### src/rtl/img_wb_if.sv
// img_wb_if: pixel stream input and Wishbone write bus of img_wb_loader.
interface img_wb_if;
  logic        s_valid_i, s_ready_o;
  logic [31:0] s_data_i;
  logic        wb_cyc_o, wb_stb_o, wb_we_o, wb_ack_i, readorg_o;
  logic [21:0] wb_adr_o;
  logic [31:0] wb_dat_o;
  modport master (
    input  s_valid_i, s_data_i, wb_ack_i,
    output s_ready_o, wb_cyc_o, wb_stb_o, wb_we_o, wb_adr_o, wb_dat_o, readorg_o
  );
  modport slave (
    output s_valid_i, s_data_i, wb_ack_i,
    input  s_ready_o, wb_cyc_o, wb_stb_o, wb_we_o, wb_adr_o, wb_dat_o, readorg_o
  );
endinterface

### src/rtl/img_wb_loader.sv
// img_wb_loader: buffers a pixel-word stream in a FIFO and writes one frame
// into the sobel input bank over Wishbone at sequential word addresses.
module img_wb_loader #(
  parameter int          FIFO_DEPTH  = 8,
  parameter logic [21:0] BASE_ADDR   = 22'h000000,
  parameter int          FRAME_WORDS = 76800
) (
  input  logic        clk_i,
  input  logic        rst_n_i,
  input  logic        start_i,
  img_wb_if.master    bus,
  output logic        busy_o,
  output logic        done_o,
  output logic [17:0] word_cnt_o
);
  localparam int          AW     = $clog2(FIFO_DEPTH);
  localparam logic [AW:0] FULL_C = (AW+1)'(FIFO_DEPTH);
  localparam logic [18:0] FW_C   = 19'(FRAME_WORDS);
  // a full 2^18 frame wraps the 18-bit count to 0, which still matches here
  localparam logic [17:0] END_C  = 18'(FRAME_WORDS);
  typedef enum logic [1:0] {IDLE, RUN, REQ, GAP} state_e;
  state_e        state_q, state_d;
  logic [31:0]   mem [FIFO_DEPTH];
  logic [AW-1:0] rd_q, rd_d, wr_q, wr_d;
  logic [AW:0]   cnt_q, cnt_d;
  logic [18:0]   acc_q, acc_d;
  logic [17:0]   wcnt_q, wcnt_d;
  logic [21:0]   adr_q, adr_d;
  logic [31:0]   dat_q, dat_d;
  logic          cyc_q, cyc_d, busy_q, busy_d, done_q, done_d;
  logic          push, pop;
  assign bus.s_ready_o = busy_q && cnt_q != FULL_C && acc_q < FW_C;
  assign push          = bus.s_valid_i && bus.s_ready_o;
  assign pop           = state_q == REQ && bus.wb_ack_i;
  always_comb begin
    state_d = state_q;
    rd_d    = pop ? rd_q + AW'(1) : rd_q;
    wr_d    = push ? wr_q + AW'(1) : wr_q;
    cnt_d   = cnt_q + (AW+1)'(push) - (AW+1)'(pop);
    acc_d   = acc_q + 19'(push);
    wcnt_d  = wcnt_q + 18'(pop);
    adr_d   = pop ? adr_q + 22'd4 : adr_q;
    dat_d   = dat_q;
    cyc_d   = cyc_q;
    busy_d  = busy_q;
    done_d  = 1'b0;
    case (state_q)
      IDLE: if (start_i) begin
        state_d = RUN;
        rd_d    = '0;
        wr_d    = '0;
        cnt_d   = '0;
        acc_d   = '0;
        wcnt_d  = '0;
        adr_d   = BASE_ADDR;
        busy_d  = 1'b1;
      end
      RUN: if (cnt_q != '0) begin
        state_d = REQ;
        dat_d   = mem[rd_q];
        cyc_d   = 1'b1;
      end
      REQ: if (bus.wb_ack_i) begin
        state_d = GAP;
        cyc_d   = 1'b0;
      end
      default: begin
        state_d = wcnt_q == END_C ? IDLE : RUN;
        busy_d  = wcnt_q != END_C;
        done_d  = wcnt_q == END_C;
      end
    endcase
  end
  always_ff @(posedge clk_i or negedge rst_n_i)
    if (!rst_n_i) begin
      state_q <= IDLE;
      rd_q    <= '0;
      wr_q    <= '0;
      cnt_q   <= '0;
      acc_q   <= '0;
      wcnt_q  <= '0;
      adr_q   <= BASE_ADDR;
      dat_q   <= '0;
      cyc_q   <= 1'b0;
      busy_q  <= 1'b0;
      done_q  <= 1'b0;
    end else begin
      state_q <= state_d;
      rd_q    <= rd_d;
      wr_q    <= wr_d;
      cnt_q   <= cnt_d;
      acc_q   <= acc_d;
      wcnt_q  <= wcnt_d;
      adr_q   <= adr_d;
      dat_q   <= dat_d;
      cyc_q   <= cyc_d;
      busy_q  <= busy_d;
      done_q  <= done_d;
    end
  always_ff @(posedge clk_i)
    if (push) mem[wr_q] <= bus.s_data_i;
  assign bus.wb_cyc_o  = cyc_q;
  assign bus.wb_stb_o  = cyc_q;
  assign bus.wb_we_o   = cyc_q;
  assign bus.readorg_o = cyc_q;
  assign bus.wb_adr_o  = adr_q;
  assign bus.wb_dat_o  = dat_q;
  assign busy_o        = busy_q;
  assign done_o        = done_q;
  assign word_cnt_o    = wcnt_q;
endmodule

### src/flat_wrapper.sv
// flat-port wrapper written by rule: the top's interface ports become plain ports
module img_wb_loader_flat 
#(
  parameter int          FIFO_DEPTH  = 8,
  parameter logic [21:0] BASE_ADDR   = 22'h000000,
  parameter int          FRAME_WORDS = 76800
)
  (clk_i, rst_n_i, start_i, busy_o, done_o, word_cnt_o, bus_s_valid_i, bus_s_data_i, bus_wb_ack_i, bus_s_ready_o, bus_wb_cyc_o, bus_wb_stb_o, bus_wb_we_o, bus_wb_adr_o, bus_wb_dat_o, bus_readorg_o);
  img_wb_if bus_i ();
  input  logic clk_i;
  input  logic rst_n_i;
  input  logic start_i;
  output logic busy_o;
  output logic done_o;
  output logic [17:0] word_cnt_o;
  input wire logic [$bits(bus_i.s_valid_i)-1:0] bus_s_valid_i;
  input wire logic [$bits(bus_i.s_data_i)-1:0] bus_s_data_i;
  input wire logic [$bits(bus_i.wb_ack_i)-1:0] bus_wb_ack_i;
  output wire logic [$bits(bus_i.s_ready_o)-1:0] bus_s_ready_o;
  output wire logic [$bits(bus_i.wb_cyc_o)-1:0] bus_wb_cyc_o;
  output wire logic [$bits(bus_i.wb_stb_o)-1:0] bus_wb_stb_o;
  output wire logic [$bits(bus_i.wb_we_o)-1:0] bus_wb_we_o;
  output wire logic [$bits(bus_i.wb_adr_o)-1:0] bus_wb_adr_o;
  output wire logic [$bits(bus_i.wb_dat_o)-1:0] bus_wb_dat_o;
  output wire logic [$bits(bus_i.readorg_o)-1:0] bus_readorg_o;
  assign bus_i.s_valid_i = bus_s_valid_i;
  assign bus_i.s_data_i = bus_s_data_i;
  assign bus_i.wb_ack_i = bus_wb_ack_i;
  assign bus_s_ready_o = bus_i.s_ready_o;
  assign bus_wb_cyc_o = bus_i.wb_cyc_o;
  assign bus_wb_stb_o = bus_i.wb_stb_o;
  assign bus_wb_we_o = bus_i.wb_we_o;
  assign bus_wb_adr_o = bus_i.wb_adr_o;
  assign bus_wb_dat_o = bus_i.wb_dat_o;
  assign bus_readorg_o = bus_i.readorg_o;
  img_wb_loader #(.FIFO_DEPTH(FIFO_DEPTH), .BASE_ADDR(BASE_ADDR), .FRAME_WORDS(FRAME_WORDS)) u_core (.clk_i(clk_i), .rst_n_i(rst_n_i), .start_i(start_i), .bus(bus_i), .busy_o(busy_o), .done_o(done_o), .word_cnt_o(word_cnt_o));
endmodule
### config.mk
export PLATFORM = sky130hd
export DESIGN_NAME = img_wb_loader_flat
export DESIGN_NICKNAME = d
export VERILOG_FILES = /design/src/rtl/img_wb_if.sv /design/src/rtl/img_wb_loader.sv /design/src/flat_wrapper.sv
export SDC_FILE = /design/constraint.sdc
export NUM_CORES = 1
export LEC_CHECK = 0
export ABC_AREA = 1
export CAP_MARGIN = 20
export CORE_MARGIN = 2
export CORE_UTILIZATION = 25
export CTS_CLUSTER_SIZE = 25
export DETAILED_ROUTE_END_ITERATION = 8
export GPL_ROUTABILITY_DRIVEN = 0
export GPL_TIMING_DRIVEN = 0
export PLACE_DENSITY = 0.47
export SYNTH_ARGS = -nofsm -noshare
export SYNTH_HDL_FRONTEND = slang
export SYNTH_SLANG_ARGS = --single-unit
### constraint.sdc
create_clock -name clk_i -period 3.71 [get_ports clk_i]
set_clock_uncertainty 0.05 [all_clocks]
set_input_delay 0.742 -clock clk_i [delete_from_list [all_inputs] [get_ports clk_i]]
set_output_delay 0.742 -clock clk_i [all_outputs]
set_load 0.01 [all_outputs]
# After elaboration in Yosys (flattened, before gate mapping)
# Memories as Yosys holds them, arrays and structs flattened. A register that Yosys moved wholly into a read port is not among the register bits.
# Cells that the tools add are included.
# totals
reg_bits	74
ramBits	256
inputBits	37
output_inout_bits	79
word_cells	70
memories	1
# op_classes
n_addsub	7
order_cmp	1
eq_ne	8
muxes	28
bitwise	1
n_reduce_logical	14
# mem_list
name	depth	width	read_ports	rd_ports_with_merged_regs	wr	line	rtl
u_core.mem	8	32	1	1	1	img_wb_loader.sv:23	logic [31:0] mem [FIFO_DEPTH];
# op_table
operator	count
$mux W22	3
$mux W19	2
$mux W18	2
$add A22 B3 Y22 const B	1
$add A19 B1 Y19	1
$lt A19 B17 Y1 const B	1
$add A18 B1 Y18	1
$eq A18 B17 Y1 const B	1
$mux W3	6
$ne A18 B17 Y1 const B	1
$mux W4	2
$mux W1	7
$add A3 B1 Y3 const B	2
$mux W2	3
$pmux W2 S3	1
$reduce_and A3 Y1	2
$add A4 B1 Y4	1
$logic_and A1 B1 Y1	4
$ne A2 B2 Y1 const B	2
$ne A4 B4 Y1 const B	1
$pmux W1 S2	2
$reduce_and A2 Y1	2
$reduce_bool A4 Y1	1
$sub A4 B1 Y4	1
9 further kinds	9

# Longest topological paths before layout
# Gate-level depths: netlist of the first run.
# logic_depth
depth_word	8
ltp_mapped	17

# Worst setup path after synthesis of the first run
# OpenSTA, ideal clock, no wires.
# synth_timing
path_kind	register to register
from	register u_core.cnt_q[2]
to	memory u_core.mem[1][0], enable pin
setup_time_ps	421
arrival_time_ps	2578
required_ps	3239
slack_ps	661
stages_incl_launch_ff	9
n_path_buf	0
synth_period_minus_slack_ps	3049
cell_sequence	dfrtp_1 > inv_1 > ha_1 > nor3b_1 > nor2_1 > nand3_1 > inv_1 > nand2_1 > nor2_1
# synth_between
elab_chain_cells	6
# synth_lines
item	line	rtl
start: declaration	img_wb_loader.sv:25	logic [AW:0] cnt_q, cnt_d;
start signal: assignment	img_wb_loader.sv:91	cnt_q <= cnt_d;
$ne A4 B4 Y1	img_wb_loader.sv:32	assign bus.s_ready_o = busy_q && cnt_q != FULL_C && acc_q < FW_C;
$logic_and A1 B1 Y1 (2 in series)	img_wb_loader.sv:32	
$logic_and A1 B1 Y1	img_wb_loader.sv:33	assign push = bus.s_valid_i && bus.s_ready_o;
$mux W1	img_wb_loader.sv:101	if (push) mem[wr_q] <= bus.s_data_i;
$mux W1 (implied by the code)	img_wb_loader.sv:101	
end: declaration	img_wb_loader.sv:23	
# Every way passes these cells.

# Final worst setup path of the first run
# layout_timing
from	register u_core.cnt_q[2]
to	output bus_s_ready_o
# layout_between
elab_chain_cells	3
# layout_lines
item	line	rtl
$ne A4 B4 Y1	img_wb_loader.sv:32	
$logic_and A1 B1 Y1 (2 in series)	img_wb_loader.sv:32	
end: declaration	flat_wrapper.sv:19	output wire logic [$bits(bus_i.s_ready_o)-1:0] bus_s_ready_o;
# Every way passes these cells.

==> summary.md, run 1 <==
| Metric | Value |
|---|---|
| Most used flip-flop cell after synthesis | sky130_fd_sc_hd__edfxtp_1 |
| Chain of cells forming the critical path | inv_1 -> ha_1 -> nor3b_1 -> nor2_1 -> nand2_1 -> inv_1 -> clkdlybuf4s50_1 |
| Final-report setup violation count | 0 |
| Status | completed |
| Core Area | ~62,000 sq um |
| Per-instance average area after synthesis | 10.8 sq um |
| Max stage delay on crit path | around 0.55 ns |
| Net Sw Power | roughly 5 mW |
| Number of distinct library cells after synthesis | slightly above 40 |
| Ys async rst share | 0.289 |
| Part of the power in the clock network | 0.277 |
| Part of the total power dissipated in sequential elements | 0.386 |
| Total cell area at the placement stage | around 18,000 sq um |
| Share of the clock period used by the worst path after layout | 0.804 |
| Post-detailed-route wirelength per cell | 17.5 microns |
| Cell with the most instances after synthesis | sky130_fd_sc_hd__edfxtp_1 |
| Commonest cells in the synthesized netlist | sky130_fd_sc_hd__edfxtp_1 (256), sky130_fd_sc_hd__nand2_1 (244), sky130_fd_sc_hd__inv_1 (214) |
| Beginning of the worst register-to-register path | u_core.cnt_q[2] |
| Post-CTS Resized | 0 |
| Worst reg2reg endpoint | u_core.mem[7][7] |
| CP Launch Type | flop |
| Clock latency reported for the late side of the worst-skew pair | approximately 0.57 ns |
| Endpoint type of the worst setup path | output port |
| Vias per cell | between 4 and 5 |
| Yosys reg bits | 360 |
| Number of instances in the synthesized netlist | 1,439 |
| Final Hold Viols | 0 |
| Summed area of non-filler cells in the final layout | just under 20,000 sq um |
| Remaining global-route overflow | 0 |
| Peak VDD IR | about 0.0003 V |
| Antenna violations before repair | 2 |
| Req. time, crit path | just under 3 ns |
| Total leakage power | between 7 and 8 nW |
| Yosys top cell by area | sky130_fd_sc_hd__edfxtp_1 |
| Via count | 10,700 |
| Die outline width | between 200 and 300 microns |
| Deepest level of the CTS H-tree | 2 |
| Top cell type's share of synthesized area | 0.495 |
| Maximum buffer depth of the clock tree | 3 |
| Number of global-route vias before repair | 10,800 |
| First-pass DRT Iterations | 5 |
| CTS tree | yes |
| Final worst slack | ~0.73 ns |
| Cell mode on critical path | sky130_fd_sc_hd__inv_1 |
| FP Rows | 91 |
| Crit path max-delay cell type | sky130_fd_sc_hd__clkdlybuf4s50_1 |
| Worst Max-Slew Pin Slew | 0.886 ns |
| Hold-fix buffer count after cts | 0 |
| Total clock buffers created by CTS | 39 |
| Y dimension of the die | 253 microns |
| Unrepaired setup endpoints after global routing | no |
| Timing-limited maximum frequency | 0.335 GHz |
| Internal power | about 8.9 mW |
| I/O Buffers | approximately 110 |
| Total routed wirelength | 43.2 mm |
| DP Worst Slack | between 0.4 and 0.5 ns |
| Cell Area, Synth | 15,500 sq um |
| Sequential-to-total area share from yosys stat | 0.663 |
| Reg2reg path depth | 9 |
| Switching power as a share of total power | 0.358 |
| Max-cap check violation count | 0 |
| Number of enable flip-flop cells after synthesis | roughly 260 |
| Nets | roughly 1,700 |
| Fin. max-slew vios | 0 |
| Worst hold path type | in -> async |
| First-pass GRT wire length | roughly 66 mm |
| Number of violations reported at the end of detailed-routing iteration 0 | about 630 |
| Filler cell count in the final layout | around 6,200 |
| Synthesis Warnings | 0 |
| Logic pwr share | 0.337 |
| Utilization after layout | 0.312 |
| Power per unit of standard cell area | ~700 nW/um^2 |
| Initial Utilization | 0.252 |
| Area growth, synth to finish | 23.8% |
| Clock tree root driver cell | sky130_fd_sc_hd__clkbuf_16 |
| Total DRC errors in the routed layout | 0 |
| CTS clk-pin slew, worst paths | around 0.060 ns |
| Register-to-register setup slack | 0.79 ns |
| Die Footprint | 64,100 sq um |
| Period minus WS final | slightly below 3 ns |
| Number of buffers inserted to repair setup after CTS | 0 |
| Count of clock tree sinks | 360 |
| CP max FO | 3 |
| Ports | between 100 and 150 |
| Maximum number of pins on one net before global-route repair | 54 |
| Tightest slew margin relative to the limit | 0.408 |
| Number of nets with antenna violations after detailed routing | 0 |
| Share of layout cells above drive strength 1 | 0.0901 |
| Total GRT Usage | 0.137 |
| Cell types occupying the most area after synthesis | sky130_fd_sc_hd__edfxtp_1 (50%), sky130_fd_sc_hd__dfrtp_1 (17%), sky130_fd_sc_hd__nand2_1 (5.9%) |
| Hpwl dp | approximately 29 mm |
| Critical path class | reg -> out |
| Arrival time at the worst endpoint | roughly 2.2 ns |
-- critical path: cells and delay by family, from the launching register on --
| kind | cells | cell delay [ns] |
|---|---|---|
| AND/OR/NAND/NOR | 3 | 0.39 |
| adder cells (fa/ha/maj) | 1 | 0.19 |
| buffers and inverters | 3 | 0.73 |
| flip-flops | 1 | 0.32 |
-- registers in the layout, summed over array words and instances, names as in the netlist --
| signal | flops |
|---|---|
| u_core.busy_o | 1 |
| u_core.wr_q | 3 |
| u_core.rd_q | 3 |
| u_core.bus.wb_adr_o | 20 |
| u_core.state_q | 2 |
| u_core.bus.wb_dat_o | 32 |
| u_core.acc_q | 19 |
| u_core.bus.readorg_o | 1 |
| u_core.mem | 256 |
| u_core.cnt_q | 4 |
| u_core.done_o | 1 |
| u_core.word_cnt_o | 18 |
-- kinds of logic after synthesis --
logic type / after synthesis / share of synthesized area
other: 1 / 0.000242
adder cells (fa/ha/maj): 19 / 0.0158
AO/OA/AOI/OAI: 268 / 0.0982
XOR/XNOR: 6 / 0.00339
buffers and inverters: 284 / 0.0761
AND/OR/NAND/NOR: 501 / 0.144
flip-flops: 360 / 0.663
-- routing by layer --
metal	vias to the layer above	share of wire	wire, microns	GRT usage
met5	-	0.00051	22	0
met4	4	0.021	897	0.0406
met3	60	0.049	2120	0.0246
met2	258	0.47	20200	0.221
met1	5184	0.46	19900	0.186
li1	5207	-	-	-
-- placed cells by master (no fill, tap or decap), types with 6 or more instances in the layout --
cell type,n
sky130_fd_sc_hd__a21oi_1,101
sky130_fd_sc_hd__buf_12,6
sky130_fd_sc_hd__buf_2,27
sky130_fd_sc_hd__buf_4,17
sky130_fd_sc_hd__clkbuf_1,30
sky130_fd_sc_hd__clkbuf_16,39
sky130_fd_sc_hd__clkdlybuf4s50_1,111
sky130_fd_sc_hd__clkinv_2,9
sky130_fd_sc_hd__dfrtp_1,104
sky130_fd_sc_hd__edfxtp_1,256
sky130_fd_sc_hd__ha_1,18
sky130_fd_sc_hd__inv_1,214
sky130_fd_sc_hd__nand2_1,244
sky130_fd_sc_hd__nand3_1,119
sky130_fd_sc_hd__nand4_1,11
sky130_fd_sc_hd__nor2_1,75
sky130_fd_sc_hd__nor2_4,12
sky130_fd_sc_hd__nor3_1,15
sky130_fd_sc_hd__o211ai_1,65
sky130_fd_sc_hd__o21ai_0,92
-- final cells by class --
class	count	area [sq um]	area share
sequential	360	10300	0.535
multi-input combinational	796	4120	0.214
timing repair buffer	121	1330	0.0690
clock buffer	52	1060	0.0554
tap	837	1050	0.0545
inverter	217	817	0.0425
buffer	67	364	0.0189
clock inverter	18	188	0.00977
antenna	1	2.50	0.000130
-- worst max-delay path by stage --
| stage | start | end | depth (start not counted) | slack (ns) |
|---|---|---|---|---|
| after floorplan | u_core.cnt_q[2] | u_core.mem[1][0] | 8 | 0.66 |
| after global placement | rst_n_i | u_core.bus.wb_dat_o[15] | 1 | -2.91 |
| after detailed placement | bus_s_valid_i | u_core.mem[7][16] | 6 | 0.43 |
| after CTS | u_core.cnt_q[2] | bus_s_ready_o | 7 | 0.66 |
| after global routing | u_core.cnt_q[2] | u_core.acc_q[16] | 17 | 0.48 |
| final | u_core.cnt_q[2] | bus_s_ready_o | 7 | 0.73 |
-- power by group through the flow --
| stage | Clock (mW) | Combinational, mW | Sequential [mW] |
|---|---|---|---|
| global placement | 0 | 4.56 | 5.46 |
| detailed placement | 0 | 4.75 | 5.43 |
| global route | 4.08 | 5.23 | 5.42 |
| finish | 3.84 | 4.67 | 5.34 |
| CTS | 3.95 | 4.76 | 5.35 |
| floorplan | 0 | 2.56 | 5.47 |
-- through the flow --
| stage | TNS [ns] | instances | hold WS (ns) | power, mW |
|---|---|---|---|---|
| 2_1_floorplan | 0 | 1440 | 0.396 | 8.03 |
| 3_3_place_gp | -640.71 | 2389 | 0.414 | 10.0 |
| 3_5_place_dp | 0 | 2398 | 0.416 | 10.2 |
| 4_1_cts | 0 | 2468 | 0.103 | 14.1 |
| 5_1_grt | 0 | 2468 | 0.128 | 14.7 |
| 6_report | 0 | 2469 | 0.0956 | 13.9 |
No activity file was read; power rests on OpenSTA's default activity.
==> run 2, diff against run 1 <==
clock period = 2.9 ns   (was 3.71 ns; I/O delays follow)
==> summary.md, run 2 (synthesis results as in run 1) <==
| Metric | Value |
|---|---|
| Status | completed |
| Final sum of negative setup slack | 0 ns |
| Register with the most flip-flops | u_core.mem |
| Total cell area at the placement stage | approximately 18,000 sq um |
| Hpwl dp | a little under 30 mm |
| Final Power | ~18 mW |
| CTS clk-pin slew, worst paths | ~0.060 ns |
| Register-to-register setup slack | 0.26 ns |
| Layout Cells excl Fill | ~2,500 |
| Ports | 116 |
| First-pass DRT Iterations | 5 |
| Endpoint type of the worst setup path | output port |
| Clock latency reported for the late side of the worst-skew pair | 0.55 ns |
| Utilization after layout | 0.313 |
| Clock tree root driver cell | sky130_fd_sc_hd__clkbuf_16 |
| Maximum buffer depth of the clock tree | 3 |
| Nets | 1,659 |
| Number of placed cells counting well taps | around 2,400 |
| Y dimension of the die | ~250 microns |
| Total inserted antenna cells | 0 |
| DP Worst Slack | -0.124 ns |
| Summed area of non-filler cells in the final layout | around 19,000 sq um |
| Worst hold path type | in -> reg |
| Total leakage power | approximately 7.5 nW |
| Peak VDD IR | 0.000351 V |
| FP Rows | 91 |
| Arrival time at the worst endpoint | approximately 2.1 ns |
| Number of buffers inserted to repair setup after CTS | 0 |
| Cell mode on critical path | sky130_fd_sc_hd__inv_1 |
| Share of the clock period used by the worst path after layout | 0.946 |
| Vias per cell | 4.35 |
| Crit path max-delay cell type | sky130_fd_sc_hd__clkdlybuf4s50_1 |
| Total routed wirelength | approximately 43 mm |
| Commonest non-fill, non-tap cells in the layout | sky130_fd_sc_hd__edfxtp_1 (256), sky130_fd_sc_hd__nand2_1 (243), sky130_fd_sc_hd__inv_1 (213), sky130_fd_sc_hd__nand3_1 (118), sky130_fd_sc_hd__clkdlybuf4s50_1 (111) |
| Unrepaired setup endpoints after global routing | no |
| Filler cell count in the final layout | about 6,300 |
| Total GRT Usage | 0.134 |
| Worst Max-Slew Pin Slew | 0.926 ns |
| Fin. max-slew vios | 0 |
| Area growth, synth to finish | 24.1% |
| Die Footprint | between 60,000 and 70,000 sq um |
| Count of clock tree sinks | 360 |
| First-pass GRT wire length | around 65 mm |
| Commonest non-fill, non-tap cell in the layout | sky130_fd_sc_hd__edfxtp_1 |
| Number of global-route vias before repair | 10,500 |
| Final worst hold slack | between 0.2 and 0.3 ns |
| Final worst slack | approximately 0.16 ns |
| CTS tree | yes |
| Req. time, crit path | ~2.3 ns |
| Max stage delay on crit path | ~0.54 ns |
| Cell family with most CP delay | buffers and inverters |
| Initial Utilization | 0.252 |
| Antenna violations before repair | 3 |
| Deepest level of the CTS H-tree | 2 |
| Total DRC errors in the routed layout | 0 |
| Number of nets with antenna violations after detailed routing | 0 |
| Core Area | around 62,000 sq um |
| Final Hold Viols | 0 |
| Post-detailed-route wirelength per cell | 17.5 microns |
| Remaining global-route overflow | 0 |
| Max-cap check violation count | 0 |
| Critical path class | reg -> out |
| Buffer and inverter count on the worst path | 3 |
| CP max FO | 3 |
| Chain of cells forming the critical path | inv_1 -> ha_1 -> nor3b_2 -> nor2_2 -> nand2_1 -> inv_1 -> clkdlybuf4s50_1 |
| Maximum number of pins on one net before global-route repair | 56 |
| Final-report setup violation count | 0 |
| Tightest slew margin relative to the limit | 0.382 |
| Die outline width | 253 microns |
| Number of violations reported at the end of detailed-routing iteration 0 | approximately 730 |
| I/O Buffers | between 100 and 150 |
| Timing-limited maximum frequency | roughly 0.36 GHz |
| Power per unit of standard cell area | 925 nW/um^2 |
| CP Launch Type | flop |
| Share of layout cells above drive strength 1 | 0.0926 |
| Total clock buffers created by CTS | 39 |
| Period minus WS final | 2.74 ns |
| Max reg flops | roughly 260 |
| Via count | 10,700 |
-- run 2: path summary, 6_finish.rpt --
path | from | to | cells past startpoint
max | u_core.cnt_q[2] | bus_s_ready_o | 7
min | start_i | u_core.wr_q[2] | 2
max reg2reg | u_core.cnt_q[2] | u_core.mem[3][21] | 9
min reg2reg | u_core.bus.wb_dat_o[1] | u_core.bus.wb_dat_o[1] | 2
max in group asynchronous | rst_n_i | u_core.bus.wb_dat_o[15] | 3
min in group asynchronous | rst_n_i | u_core.done_o | 2
-- run 2: timing repair --
action,CTS,global route
endpoints found under the hold margin,49,0
setup endpoints to repair,0,73
hold buffers,1,0
gates resized for setup,0,9
-- run 2: final cells by class --
type,instances,area [sq um],share of cell area
sequential,360,10300,0.534
buffer,67,364,0.0189
tap,837,1050,0.0544
clock inverter,14,189,0.00981
inverter,217,817,0.0424
clock buffer,55,1080,0.0559
timing repair buffer,122,1340,0.0693
multi-input combinational,796,4150,0.215
-- run 2: worst reg2reg max path: stages (launching register included) --
cell                      delay, ns
sky130_fd_sc_hd__dfrtp_1       0.32
sky130_fd_sc_hd__inv_1         0.07
sky130_fd_sc_hd__ha_1          0.19
sky130_fd_sc_hd__nor3b_2       0.16
sky130_fd_sc_hd__nor2_2        0.14
sky130_fd_sc_hd__nand3_2       0.15
sky130_fd_sc_hd__inv_2         0.12
sky130_fd_sc_hd__nand2_1       0.24
sky130_fd_sc_hd__nor2_4        0.65
sky130_fd_sc_hd__buf_16        0.25
-- run 2: routing by layer --
layer  track usage  vias to the layer above  share of wire
li1              -                     5212              -
met1         0.176                     5211           0.45
met2         0.228                      238           0.48
met3        0.0221                       67          0.046
met4        0.0372                        6          0.021
met5             0                        -        0.00088
-- run 2: where the power goes --
| group | internal (mW) | total, mW | switching [mW] |
|---|---|---|---|
| Clock | 2.96 | 5.00 | 2.05 |
| Sequential | 6.46 | 6.84 | 0.377 |
| Combinational | 2.08 | 5.97 | 3.90 |
